$ cat config.mk
export PLATFORM = sky130hd
export DESIGN_NAME = board_switch_conditioner
export DESIGN_NICKNAME = d
export VERILOG_FILES = /design/src/rtl/board_pkg.sv /design/src/rtl/board_debounce_chan.sv /design/src/rtl/board_switch_conditioner.sv
export SDC_FILE = /design/constraint.sdc
export NUM_CORES = 1
export LEC_CHECK = 0
export ABC_AREA = 1
export CAP_MARGIN = 20
export CORE_ASPECT_RATIO = 1.75
export CORE_MARGIN = 1.5
export CORE_UTILIZATION = 48
export CTS_CLUSTER_SIZE = 16
export DETAILED_ROUTE_END_ITERATION = 12
export GPL_TIMING_DRIVEN = 1
export HOLD_SLACK_MARGIN = 0.03
export PLACE_DENSITY = 0.69
export SYNTH_ARGS = -nofsm -noshare
export SYNTH_HDL_FRONTEND = slang
export SYNTH_SLANG_ARGS = --single-unit
$ cat constraint.sdc
create_clock -name clkOld -period 1.7 [get_ports clkOld]
set_input_delay 0.255 -clock clkOld [delete_from_list [all_inputs] [get_ports clkOld]]
set_output_delay 0.255 -clock clkOld [all_outputs]
set_load 0.05 [all_outputs]
$ cat src/rtl/board_pkg.sv
// -----------------------------------------------------------------------------
// board_pkg
// Shared definitions for the board switch conditioner.
//   NUM_SW_DEFAULT   : default number of switch channels
//   debounce_state_e : per-channel debounce state (IDLE / COUNTING)
//   cnt_width()      : counter width for a given cycle count (never below 1)
// No ports (package).
// -----------------------------------------------------------------------------
package board_pkg;

    localparam int NUM_SW_DEFAULT = 4;

    typedef enum logic {
        DB_IDLE     = 1'b0,
        DB_COUNTING = 1'b1
    } debounce_state_e;

    // Width of a counter that only has to reach cycles-1.
    function automatic int cnt_width(input int cycles);
        int w;
        w = $clog2(cycles);
        return (w < 1) ? 1 : w;
    endfunction

endpackage

$ cat src/rtl/board_debounce_chan.sv
// -----------------------------------------------------------------------------
// board_debounce_chan
// One switch channel: two-flop synchroniser, debounce counter, stable level
// flop and registered rise/fall pulses.
// Optional feature macro: BOARD_SW_AUTOREPEAT_EN
//   When defined, a repeat counter re-pulses rise_o every REPEAT_CYCLES cycles
//   while the stable level stays high.
// Ports:
//   clk_i    : clock, rising edge
//   rst_ni   : synchronous active-low reset
//   raw_i    : asynchronous, bouncing switch level
//   stable_o : debounced level
//   rise_o   : one-cycle pulse on accepted 0->1 (and auto-repeats if enabled)
//   fall_o   : one-cycle pulse on accepted 1->0
// -----------------------------------------------------------------------------
module board_debounce_chan
    import board_pkg::*;
#(
    parameter int DEBOUNCE_CYCLES = 500000,
    parameter int REPEAT_CYCLES   = 5000000
) (
    input  logic clk_i,
    input  logic rst_ni,
    input  logic raw_i,
    output logic stable_o,
    output logic rise_o,
    output logic fall_o
);

    localparam int              CW       = cnt_width(DEBOUNCE_CYCLES);
    localparam logic [CW-1:0]   CNT_LAST = CW'(DEBOUNCE_CYCLES - 1);

    if (DEBOUNCE_CYCLES < 2 || REPEAT_CYCLES < 2) begin : g_bad_params
        $error("board_debounce_chan: DEBOUNCE_CYCLES and REPEAT_CYCLES must be >= 2");
    end

    logic          sync1_q;
    logic          sync2_q;
    logic          stable_q, stable_d;
    logic          rise_q, rise_d;
    logic          fall_q, fall_d;
    logic [CW-1:0] cnt_q, cnt_d;

    debounce_state_e state;
    logic            accept;

    // The state is fully determined by whether the synchronised input
    // disagrees with the accepted level, so it is not stored separately.
    assign state  = (sync2_q != stable_q) ? DB_COUNTING : DB_IDLE;
    // Mismatch has lasted DEBOUNCE_CYCLES samples: take the new level now.
    assign accept = (state == DB_COUNTING) && (cnt_q == CNT_LAST);

`ifdef BOARD_SW_AUTOREPEAT_EN
    localparam int            RW       = cnt_width(REPEAT_CYCLES);
    localparam logic [RW-1:0] REP_LAST = RW'(REPEAT_CYCLES - 1);
    logic [RW-1:0] rep_q, rep_d;
`endif

    always_comb begin
        cnt_d    = '0;
        stable_d = stable_q;
        rise_d   = 1'b0;
        fall_d   = 1'b0;
        case (state)
            DB_IDLE: begin
                cnt_d = '0;
            end
            DB_COUNTING: begin
                if (accept) begin
                    stable_d = sync2_q;
                    rise_d   = sync2_q;
                    fall_d   = ~sync2_q;
                end else begin
                    cnt_d = cnt_q + 1'b1;
                end
            end
            default: begin
                cnt_d = '0;
            end
        endcase
`ifdef BOARD_SW_AUTOREPEAT_EN
        // Runs only while the accepted level is high; a pending fall wins
        // so rise and fall can never coincide.
        rep_d = rep_q;
        if (!stable_q || accept) begin
            rep_d = '0;
        end else if (rep_q == REP_LAST) begin
            rep_d  = '0;
            rise_d = 1'b1;
        end else begin
            rep_d = rep_q + 1'b1;
        end
`endif
    end

    always_ff @(posedge clk_i) begin
        if (!rst_ni) begin
            sync1_q  <= 1'b0;
            sync2_q  <= 1'b0;
            cnt_q    <= '0;
            stable_q <= 1'b0;
            rise_q   <= 1'b0;
            fall_q   <= 1'b0;
`ifdef BOARD_SW_AUTOREPEAT_EN
            rep_q    <= '0;
`endif
        end else begin
            sync1_q  <= raw_i;
            sync2_q  <= sync1_q;
            cnt_q    <= cnt_d;
            stable_q <= stable_d;
            rise_q   <= rise_d;
            fall_q   <= fall_d;
`ifdef BOARD_SW_AUTOREPEAT_EN
            rep_q    <= rep_d;
`endif
        end
    end

    assign stable_o = stable_q;
    assign rise_o   = rise_q;
    assign fall_o   = fall_q;

endmodule

$ cat src/rtl/board_switch_conditioner.sv
// -----------------------------------------------------------------------------
// board_switch_conditioner
// Synchronises and debounces NUM_SW raw board switches, producing clean levels
// plus one-cycle rise/fall pulses per bit. Channels are independent.
// Optional feature macro: BOARD_SW_AUTOREPEAT_EN (auto-repeat of sw_rise while
// a bit stays high, period REPEAT_CYCLES).
// Ports:
//   clkOld    : board clock, rising edge
//   reset     : synchronous active-low reset
//   sw_raw    : raw asynchronous switch levels
//   sw_stable : debounced levels
//   sw_rise   : one-cycle 0->1 pulses
//   sw_fall   : one-cycle 1->0 pulses
// All outputs are registered.
// -----------------------------------------------------------------------------
module board_switch_conditioner
    import board_pkg::*;
#(
    parameter int NUM_SW          = NUM_SW_DEFAULT,
    parameter int DEBOUNCE_CYCLES = 500000,
    parameter int REPEAT_CYCLES   = 5000000
) (
    input  logic              clkOld,
    input  logic              reset,
    input  logic [NUM_SW-1:0] sw_raw,
    output logic [NUM_SW-1:0] sw_stable,
    output logic [NUM_SW-1:0] sw_rise,
    output logic [NUM_SW-1:0] sw_fall
);

    for (genvar gi = 0; gi < NUM_SW; gi++) begin : g_chan
        board_debounce_chan #(
            .DEBOUNCE_CYCLES (DEBOUNCE_CYCLES),
            .REPEAT_CYCLES   (REPEAT_CYCLES)
        ) u_chan (
            .clk_i    (clkOld),
            .rst_ni   (reset),
            .raw_i    (sw_raw[gi]),
            .stable_o (sw_stable[gi]),
            .rise_o   (sw_rise[gi]),
            .fall_o   (sw_fall[gi])
        );
    end

endmodule

==> flow_summary.yaml, run 1 <==
setup_path:
  cp-start-kind: "flop"
  critPathBufInv: 3
  crit_slowest_cell: "dfxtp_1"
  cp-end-kind: "flop"
  crit_type: "flop to flop"
  worst_ep_required_time_ns: 1.94
  critPathMaxFanout: 18
  slowest_delay_ns: 0.36
  crit_arrival_ns: 1.75
  critPathTopFamily: "simple AND/OR/NAND/NOR gates"
  crit_chain: "inv_1 -> nor2_1 -> nand2_1 -> nor2_1 -> nand3_1 -> nand2_4 -> inv_1 -> nand2_1 -> inv_1"
  critPathMostFrequentCell: "inv_1"
global_route:
  grt_pass1_vias: 3860
  grt_pass1_wl_um: 15900
  track_usage_pct: 19.1
  grt_overflow: 0
  antenna_found_initial: 0
  grt_max_degree: 20
timing:
  slew_violations: 0
  fmax_mhz: 663
  fin_worst_skew_ns: 0.00753
  finalCritPeriodShare_pct: 88.7
  slew-limit-headroom_pct: 66.5
  worst_pin_slew_ns: 0.501
  hold_violations: 0
  min_period_ns: 1.51
  rsz0062_at_grt: "true"
  finalSetupViolCount: 0
floorplanning:
  core_area_um2: 9410
  die-area_um2: 10200
  die_h_um: 133
  initial_core_util_pct: 49.1
  io_pins: 18
  die_width_um: 77.2
  rows: 47
synth:
  netlist.top_cell.by_area: "dfxtp_1"
  ys_seq_area_share_pct: 41.6
  synth_area_leaders: "dfxtp_1 42%, nor2_1 13%, nand2_1 13%, inv_1 5.8%, nand3_1 5.2%"
  yosysUniqueCellTypes: 26
  synthCells: 677
  yosys_register_bits: 96
  post-synth-top-count-cell: "nor2_1"
  synthArstFlopShare_pct: 0
  synth_warnings: 0
  syn-cell-area_um2: 4620
  synthTopCellsByCount: "165 x nor2_1, 160 x nand2_1, 96 x dfxtp_1"
  synth.net_count: 687
  synth_edf_count: 0
  synthFlopType: "dfxtp_1"
  syn_avg_cell_area_um2: 6.83
  synth_top_area_share_pct: 41.6
pwr:
  intPower_uw: 3320
  switchingPower_uw: 876
  pwr-share-comb_pct: 1.4
  seqPwrFrac_pct: 54.0
  total_power_uw: 4190
  peakVddDrop_mv: 0.573
  p_leak_uw: 0.00174
  powerDensity_nw_per_um2: 814
  switching_share_pct: 20.9
  p_clk_share_pct: 44.6
finish:
  num-nets-final: 707
  fin_util_pct: 54.8
  fillers: 916
  multiInputGateArea_um2: 2310
  drive_gt1_share_pct: 7.12
  regArea_um2: 1920
  area_delta_synth_final_pct: 11.5
  stdcell_area_um2: 5150
  antenna_cells: 0
  layoutNonFillerInstCount: 824
placement:
  place_inst: 808
  portBuffers: 17
  dpl_cell_area_um2: 4850
  gp_congestion: 0.883
  hpwl_um: 6960
cts:
  clk_pin_slew_ns: 0.07
  clock-sinks: 96
  insertion_delay_ns: 0.34
  numCtsBuffers: 9
  cts_max_path_buffers: 2
  cts_tree: "done"
  cts_setup_buffers: 0
  cts_max_level: 3
  holdBufCountCts: 0
  cts_root_buf: "clkbuf_16"
drt:
  finalWirelength_um: 9220
  viasPerCell: 4.87
  drc: 0
  ant_nets: 0
  routedWlPerCell_um: 11.2
  dr.pass1.iters: 4
  num_vias: 4010
  drt_iter0_drc: 163
flow_run:
  maxCapViolations: 0
run_status:
  outcome: "finished, final reports clean"
min_path:
  min_path_type: "flop to flop"
## power by group through the flow
stage	clock network (uW)	logic, uW	registers, uW
6_report	1870	60.0	2270
5_1_grt	2030	67.9	2270
4_1_cts	1930	59.2	2270
3_5_place_dp	0	59.0	2320
3_3_place_gp	0	57.1	2320
2_1_floorplan	0	36.9	2320
## metal layers
layer | share of wire, % | track usage [%] | up-vias
met3 | 2.7 | 3.86 | 21
met1 | 41 | 20.0 | 1802
met4 | 2.7 | 9.60 | 0
li1 | - | - | 2126
met2 | 54 | 35.3 | 61
met5 | 0 | 0 | -
## cell type report
type | count | share of cell area [%]
inverter | 72 | 5.24
tap | 122 | 2.96
timing repair buffer | 27 | 4.30
clock buffer | 12 | 4.78
multi-input combinational | 491 | 44.8
clock inverter | 4 | 0.583
sequential | 96 | 37.3
## sequential cells by signal (all words and copies together), names as in the netlist
signal,flops
g_chan.u_chan.stable_o,4
g_chan.u_chan.cnt_q,76
g_chan.u_chan.sync1_q,4
g_chan.u_chan.rise_o,4
g_chan.u_chan.sync2_q,4
g_chan.u_chan.fall_o,4
## logic make-up (layout without fill, tap and decap cells)
| logic type | Yosys count | count (layout) | share of synthesized area, % |
|---|---|---|---|
| compound gates | 33 | 33 | 3.63 |
| xor+xnor | 38 | 38 | 7.20 |
| fa+ha+maj | 4 | 4 | 1.08 |
| buf+inv | 90 | 115 | 8.94 |
| flops | 96 | 96 | 41.6 |
| simple gates | 416 | 416 | 37.6 |
## cell usage in the layout, fill, tap and decap left out, types with 8 or more instances in the layout
master     instances
nand2_1          160
dfxtp_1           96
buf_4             20
xnor2_1           12
clkbuf_16          9
nand3_1           47
nand4_1           13
inv_1             71
xor2_1            26
nor2_1           165
nor3_1             8
a21oi_1           26
## worst register-to-register path, delay by kind of cell (launching register included)
family        cells  cell delay (ns)
buf+inv           3             0.18
flops             1             0.36
simple gates      6             0.86
## final timing paths
check	start	end	slack [ns]	cells past startpoint
max	g_chan[3].u_chan.cnt_q[15]	g_chan[3].u_chan.cnt_q[16]	0.19	9
min	g_chan[0].u_chan.sync1_q	g_chan[0].u_chan.sync2_q	0.42	2
min reg2reg	g_chan[0].u_chan.sync1_q	g_chan[0].u_chan.sync2_q	0.42	2
max reg2reg	g_chan[3].u_chan.cnt_q[15]	g_chan[3].u_chan.cnt_q[16]	0.19	9
## per-stage QoR
stage / TNS (ns) / hold slack (ns) / setup WS [ns]
6_report: 0 / 0.420 / 0.192
5_1_grt: -0.00204 / 0.442 / -0.00204
4_1_cts: 0 / 0.427 / 0.000803
3_5_place_dp: 0 / 0.412 / 0.0629
3_3_place_gp: 0 / 0.405 / 0.127
2_1_floorplan: 0 / 0.353 / 0.277
## timing repair
| action | CTS | global route |
|---|---|---|
| setup endpoints to repair | 1 | 33 |
| hold endpoints to repair | 0 | 0 |
| gates resized for setup | 1 | 6 |
Power figures use the tool's default switching activity.
==> run 2, diff against run 1 <==
==> constraint.sdc (replaced) <==
create_clock -name clkOld -period 1.5 [get_ports clkOld]
set_input_delay 0.225 -clock clkOld [delete_from_list [all_inputs] [get_ports clkOld]]
set_output_delay 0.225 -clock clkOld [all_outputs]
set_load 0.05 [all_outputs]
==> run 2 against run 1 <==
Effect of this change: maximum frequency rose by 9.0%; power rose by 18%; clock-buffer cell count fell by 3; cell count rose by 2.4%; clock power rose by 22%; worst setup slack got worse by 0.075 ns; critical path type unchanged; critical endpoint is now g_chan[2].u_chan.cnt_q[18].
==> flow_summary.yaml, run 2 (same netlist as run 1, synthesis figures left out) <==
drt:
  drc: 0
  drt_iter0_drc: 169
  dr.pass1.iters: 4
  ant_nets: 0
  viasPerCell: 5.00
  finalWirelength_um: 10000
  num_vias: 4219
  routedWlPerCell_um: 11.8
setup_path:
  cp-end-kind: "flop"
  worst_ep_required_time_ns: 1.74
  crit_slowest_cell: "dfxtp_2"
  critPathMaxFanout: 5
  r2r_cells: 8
  crit_type: "flop to flop"
  crit_arrival_ns: 1.63
  slowest_delay_ns: 0.36
  critPathTopFamily: "simple AND/OR/NAND/NOR gates"
  critPathBufInv: 1
  r2r-start: "g_chan[2].u_chan.cnt_q[1]"
  crit_chain: "ha_4 -> nand2_2 -> nor2_4 -> inv_2 -> nor2_4 -> nand3_4 -> nand2_4 -> nor2_1"
  cp-start-kind: "flop"
  critPathMostFrequentCell: "nor2_4"
  rr_endpoint: "g_chan[2].u_chan.cnt_q[18]"
  r2r_slack_ns: 0.12
timing:
  finalSetupViolCount: 0
  fmax_mhz: 723
  worst_pin_slew_ns: 0.506
  hold_violations: 0
  fin_worst_skew_ns: 0.00499
  slew_violations: 0
  slew-limit-headroom_pct: 66.3
  finalCritPeriodShare_pct: 92.2
  min_period_ns: 1.38
min_path:
  min_path_type: "primary input to flop"
  hp-start: "sw_raw[1]"
  min_to: "g_chan[1].u_chan.sync1_q"
  hold_path_depth: 3
finish:
  stdcell_area_um2: 5510
  layout_common_cells: "159 x nand2_1, 151 x nor2_1, 94 x dfxtp_1, 70 x inv_1, 43 x nand3_1"
  antenna_cells: 0
  largest_register_ffs: 76
  regMostFlops: "g_chan.u_chan.cnt_q"
  fillers: 878
  layoutNonFillerInstCount: 844
  layout_commonest_cell: "nand2_1"
  area_delta_synth_final_pct: 19.3
  drive_gt1_share_pct: 13.9
  num-nets-final: 727
global_route:
  grt_max_degree: 20
  grt_pass1_vias: 4052
  antenna_found_initial: 0
  track_usage_pct: 20.1
  grt_overflow: 0
  grt_pass1_wl_um: 16700
pwr:
  pwr-share-comb_pct: 1.6
  seqPwrFrac_pct: 52.0
  switching_share_pct: 21.2
  peakVddDrop_mv: 0.597
  intPower_uw: 3890
  p_leak_uw: 0.00184
  p_clk_share_pct: 46.4
  switchingPower_uw: 1050
  powerDensity_nw_per_um2: 896
run_status:
  outcome: "finished, final reports clean"
cts:
  numCtsBuffers: 9
  cts_max_path_buffers: 2
  cts_setup_buffers: 0
  insertion_delay_ns: 0.35
  cts_max_level: 3
  holdBufCountCts: 0
  cts_root_buf: "clkbuf_16"
  clock-sinks: 96
  clk_pin_slew_ns: 0.07
  cts_tree: "done"
floorplanning:
  die-area_um2: 10200
  rows: 47
  core_area_um2: 9410
  die_h_um: 133
  io_pins: 18
  die_width_um: 77.2
  initial_core_util_pct: 49.1
placement:
  dpl_cell_area_um2: 5050
  hpwl_um: 7180
  gp_congestion: 0.902
  place_inst: 825
  portBuffers: 17
flow_run:
  maxCapViolations: 0
run 2: changes by cell type in the layout (fill, tap and decap cells not counted), sizes merged:
cell and delta:
inv +1, dlymetal6s2s -1, clkinvlp -1, nand2 +3, buf +19, clkbuf -3, clkinv +2, bufinv +1
dlygate4sd2 -1
run 2: power groups by stage:
stage | Sequential [uW] | Combinational [uW] | Clock, uW
2_1_floorplan | 2630 | 41.8 | 0
3_3_place_gp | 2630 | 74.4 | 0
3_5_place_dp | 2630 | 75.4 | 0
4_1_cts | 2570 | 76.2 | 2340
5_1_grt | 2570 | 89.1 | 2450
6_report | 2570 | 80.2 | 2290
run 2: worst min-delay path: stages:
cell	delay, ns
clkdlybuf4s50_1	0.39
nand2_1	0.06
inv_1	0.03
run 2: layout make-up:
class	instances	area [um^2]	area share, %
inverters	72	270	4.90
clock buffers	9	225	4.09
multi-input cells	494	2450	44.5
repair buffers	44	418	7.58
flip-flops and latches	96	1920	34.9
well taps	122	153	2.77
clock inverters	7	71.3	1.29
run 2: worst max-delay path by stage:
stage / start / to / cells after the start
6_report: g_chan[2].u_chan.cnt_q[1] / g_chan[2].u_chan.cnt_q[18] / 8
5_1_grt: g_chan[0].u_chan.cnt_q[1] / g_chan[0].u_chan.cnt_q[18] / 8
4_1_cts: g_chan[1].u_chan.cnt_q[1] / g_chan[1].u_chan.cnt_q[9] / 6
3_5_place_dp: reset / g_chan[1].u_chan.cnt_q[10] / 5
3_3_place_gp: reset / g_chan[1].u_chan.cnt_q[11] / 5
2_1_floorplan: g_chan[2].u_chan.cnt_q[0] / g_chan[2].u_chan.cnt_q[15] / 9
run 2: through the flow:
step | hold slack (ns) | util (%) | setup TNS [ns] | setup WS (ns) | total power (uW)
final | 0.411 | 58.6 | 0 | 0.117 | 4940
after global routing | 0.410 | 58.6 | -0.0233 | -0.0123 | 5100
after CTS | 0.409 | 56.9 | 0 | 0.00421 | 4980
after detailed placement | 0.400 | 53.7 | -1.71 | -0.0909 | 2700
after global placement | 0.404 | 53.7 | -0.545 | -0.0530 | 2700
after floorplan | 0.323 | - | 0 | 0.0766 | 2670
run 2: what timing repair did:
item                                   in CTS  in global routing
resized for setup                           3                 35
cloned                                      0                  3
setup endpoints to repair                  21                 61
endpoints found under the hold margin       0                  0
pin swaps                                   0                  3
run 2: routing by layer:
| layer | global-route usage [%] | part of all wire [%] | up-vias |
|---|---|---|---|
| li1 | - | - | 2186 |
| met1 | 20.7 | 39 | 1925 |
| met2 | 37.3 | 54 | 80 |
| met3 | 4.34 | 3.4 | 28 |
| met4 | 10.4 | 3.3 | 0 |
| met5 | 0 | 0 | - |
==> run 3, diff against run 2 <==
==> constraint.sdc (replaced) <==
create_clock -name clkOld -period 1.6 [get_ports clkOld]
set_input_delay 0.24 -clock clkOld [delete_from_list [all_inputs] [get_ports clkOld]]
set_output_delay 0.24 -clock clkOld [all_outputs]
set_load 0.05 [all_outputs]
==> run 3 against run 2 <==
Effect of this change: cell area shrank 4.6%; sequential power shrank 6%; combinational power shrank 14%; via count shrank 1.9%; first-iteration DRC count grew 23%; cell count shrank 1.1%; register-to-register slack is essentially flat; utilization shrank 2.7 points; worst hold slack gained 0.0092 ns.
==> flow_summary.yaml, run 3 (same netlist as run 1, synthesis figures left out) <==
setup_path:
  critPathMaxFanout: 8
  cp-end-kind: "flop"
  worst_ep_required_time_ns: 1.84
  crit_arrival_ns: 1.71
  r2r_cells: 8
  crit_type: "flop to flop"
  cp-start-kind: "flop"
cts:
  numCtsBuffers: 9
  cts_max_path_buffers: 2
  clock-sinks: 96
  insertion_delay_ns: 0.35
  cts_max_level: 3
  cts_root_buf: "clkbuf_16"
  clk_pin_slew_ns: 0.07
  holdBufCountCts: 0
  cts_tree: "done"
floorplanning:
  rows: 47
  die_h_um: 133
  die_width_um: 77.2
  initial_core_util_pct: 49.1
  core_area_um2: 9410
  io_pins: 18
  die-area_um2: 10200
timing:
  worst_pin_slew_ns: 0.325
  finalSetupViolCount: 0
  slew_violations: 0
  fmax_mhz: 677
  fin_worst_skew_ns: 0.00931
  min_period_ns: 1.48
  finalCritPeriodShare_pct: 92.3
  slew-limit-headroom_pct: 78.2
  hold_violations: 0
  rsz0062_at_grt: "false"
  hold_slack_ns: 0.420
drt:
  num_vias: 4137
  viasPerCell: 4.95
  routedWlPerCell_um: 11.7
  dr.pass1.iters: 4
  drc: 0
  finalWirelength_um: 9770
  ant_nets: 0
  drt_iter0_drc: 208
pwr:
  p_leak_uw: 0.00176
  total_power_uw: 4490
  powerDensity_nw_per_um2: 853
  peakVddDrop_mv: 0.631
global_route:
  antenna_found_initial: 0
  use_met2_pct: 37.9
  grt_max_degree: 20
  grt_pass1_vias: 4019
  grt_use_met3_pct: 3.45
  top_usage_layer: "met2"
  grt_overflow: 0
  grt_pass1_wl_um: 16600
  grtUsageMet1_pct: 19.8
  track_usage_pct: 20.0
finish:
  layout_common_cells: "160 x nor2_1, 160 x nand2_1, 95 x dfxtp_1, 71 x inv_1, 45 x nand3_1"
  fillers: 902
  antenna_cells: 0
  drive_gt1_share_pct: 10.5
  area_delta_synth_final_pct: 13.9
  largest_register_ffs: 76
  num-nets-final: 718
  regMostFlops: "g_chan.u_chan.cnt_q"
  regArea_um2: 1920
  multiInputGateArea_um2: 2350
min_path:
  min_path_type: "primary input to flop"
  hold_path_depth: 3
flow_run:
  maxCapViolations: 0
placement:
  gp_congestion: 0.866
  hpwl_um: 7100
  portBuffers: 17
run_status:
  outcome: "finished, final reports clean"
==> run 3: cell types whose count changed in the layout (fill, tap and decap cells not counted), sizes merged <==
| cell | change |
|---|---|
| clkinvlp | +1 |
| clkbuf | +2 |
| bufinv | -1 |
| nand2 | -2 |
| inv | +1 |
| clkinv | -3 |
| buf | -7 |
==> run 3: layer usage <==
layer  vias up  wire, um  share of wire (%)
met4         0       384                3.9
li1       2156         -                  -
met2        60      5310                 54
met5         -         0                  0
met1      1892      3850                 39
met3        29       217                2.2
==> run 3: power breakdown <==
part	internal (uW)	leakage, uW	switching [uW]
Clock	1070	0.000132	938
Combinational	28.6	0.000851	40.6
Sequential	2400	0.000775	6.75
==> run 3: area by class of cell <==
| type | count | area share [%] |
|---|---|---|
| multi-input cells | 492 | 44.7 |
| flip-flops and latches | 96 | 36.6 |
| repair buffers | 37 | 5.52 |
| inverters | 72 | 5.14 |
| clock buffers | 11 | 4.42 |
| well taps | 122 | 2.90 |
| clock inverters | 5 | 0.785 |
==> run 3: through the flow <==
step / util, % / setup TNS, ns / setup WS [ns] / std cells / area (um^2)
after CTS: 54.9 / 0 / 0.0239 / 830 / 5170
after detailed placement: 52.0 / -0.0496 / -0.0325 / 814 / 4890
after global routing: 55.9 / 0 / 0.0152 / 835 / 5260
after floorplan: - / 0 / 0.177 / 677 / 4620
after global placement: 52.0 / 0 / 0.0399 / 814 / 4890
final: 55.9 / 0 / 0.123 / 835 / 5260
==> run 3: timing repair <==
action / in CTS / in global routing
setup buffers: 0 / 4
endpoints found under the setup margin: 1 / 68
pin swaps: 0 / 2
cloned: 0 / 1
gates resized for setup: 1 / 16
==> run 3: worst paths after layout <==
kind	slack (ns)	end	startpoint
worst max-delay path	0.12	g_chan[3].u_chan.cnt_q[17]	g_chan[3].u_chan.cnt_q[16]
worst min-delay path	0.42	g_chan[0].u_chan.sync1_q	sw_raw[0]
worst max register to register	0.12	g_chan[3].u_chan.cnt_q[17]	g_chan[3].u_chan.cnt_q[16]
worst min register to register	0.43	g_chan[2].u_chan.sync2_q	g_chan[2].u_chan.sync1_q
==> run 3: worst max-delay path, cell delays in order (launching register included) <==
cell     delay [ns]
dfxtp_1        0.38
nand2_1        0.08
inv_1          0.06
nand2_1        0.05
nor2_1         0.22
nand3_1        0.21
nand2_4        0.17
buf_4          0.16
a21oi_1        0.04
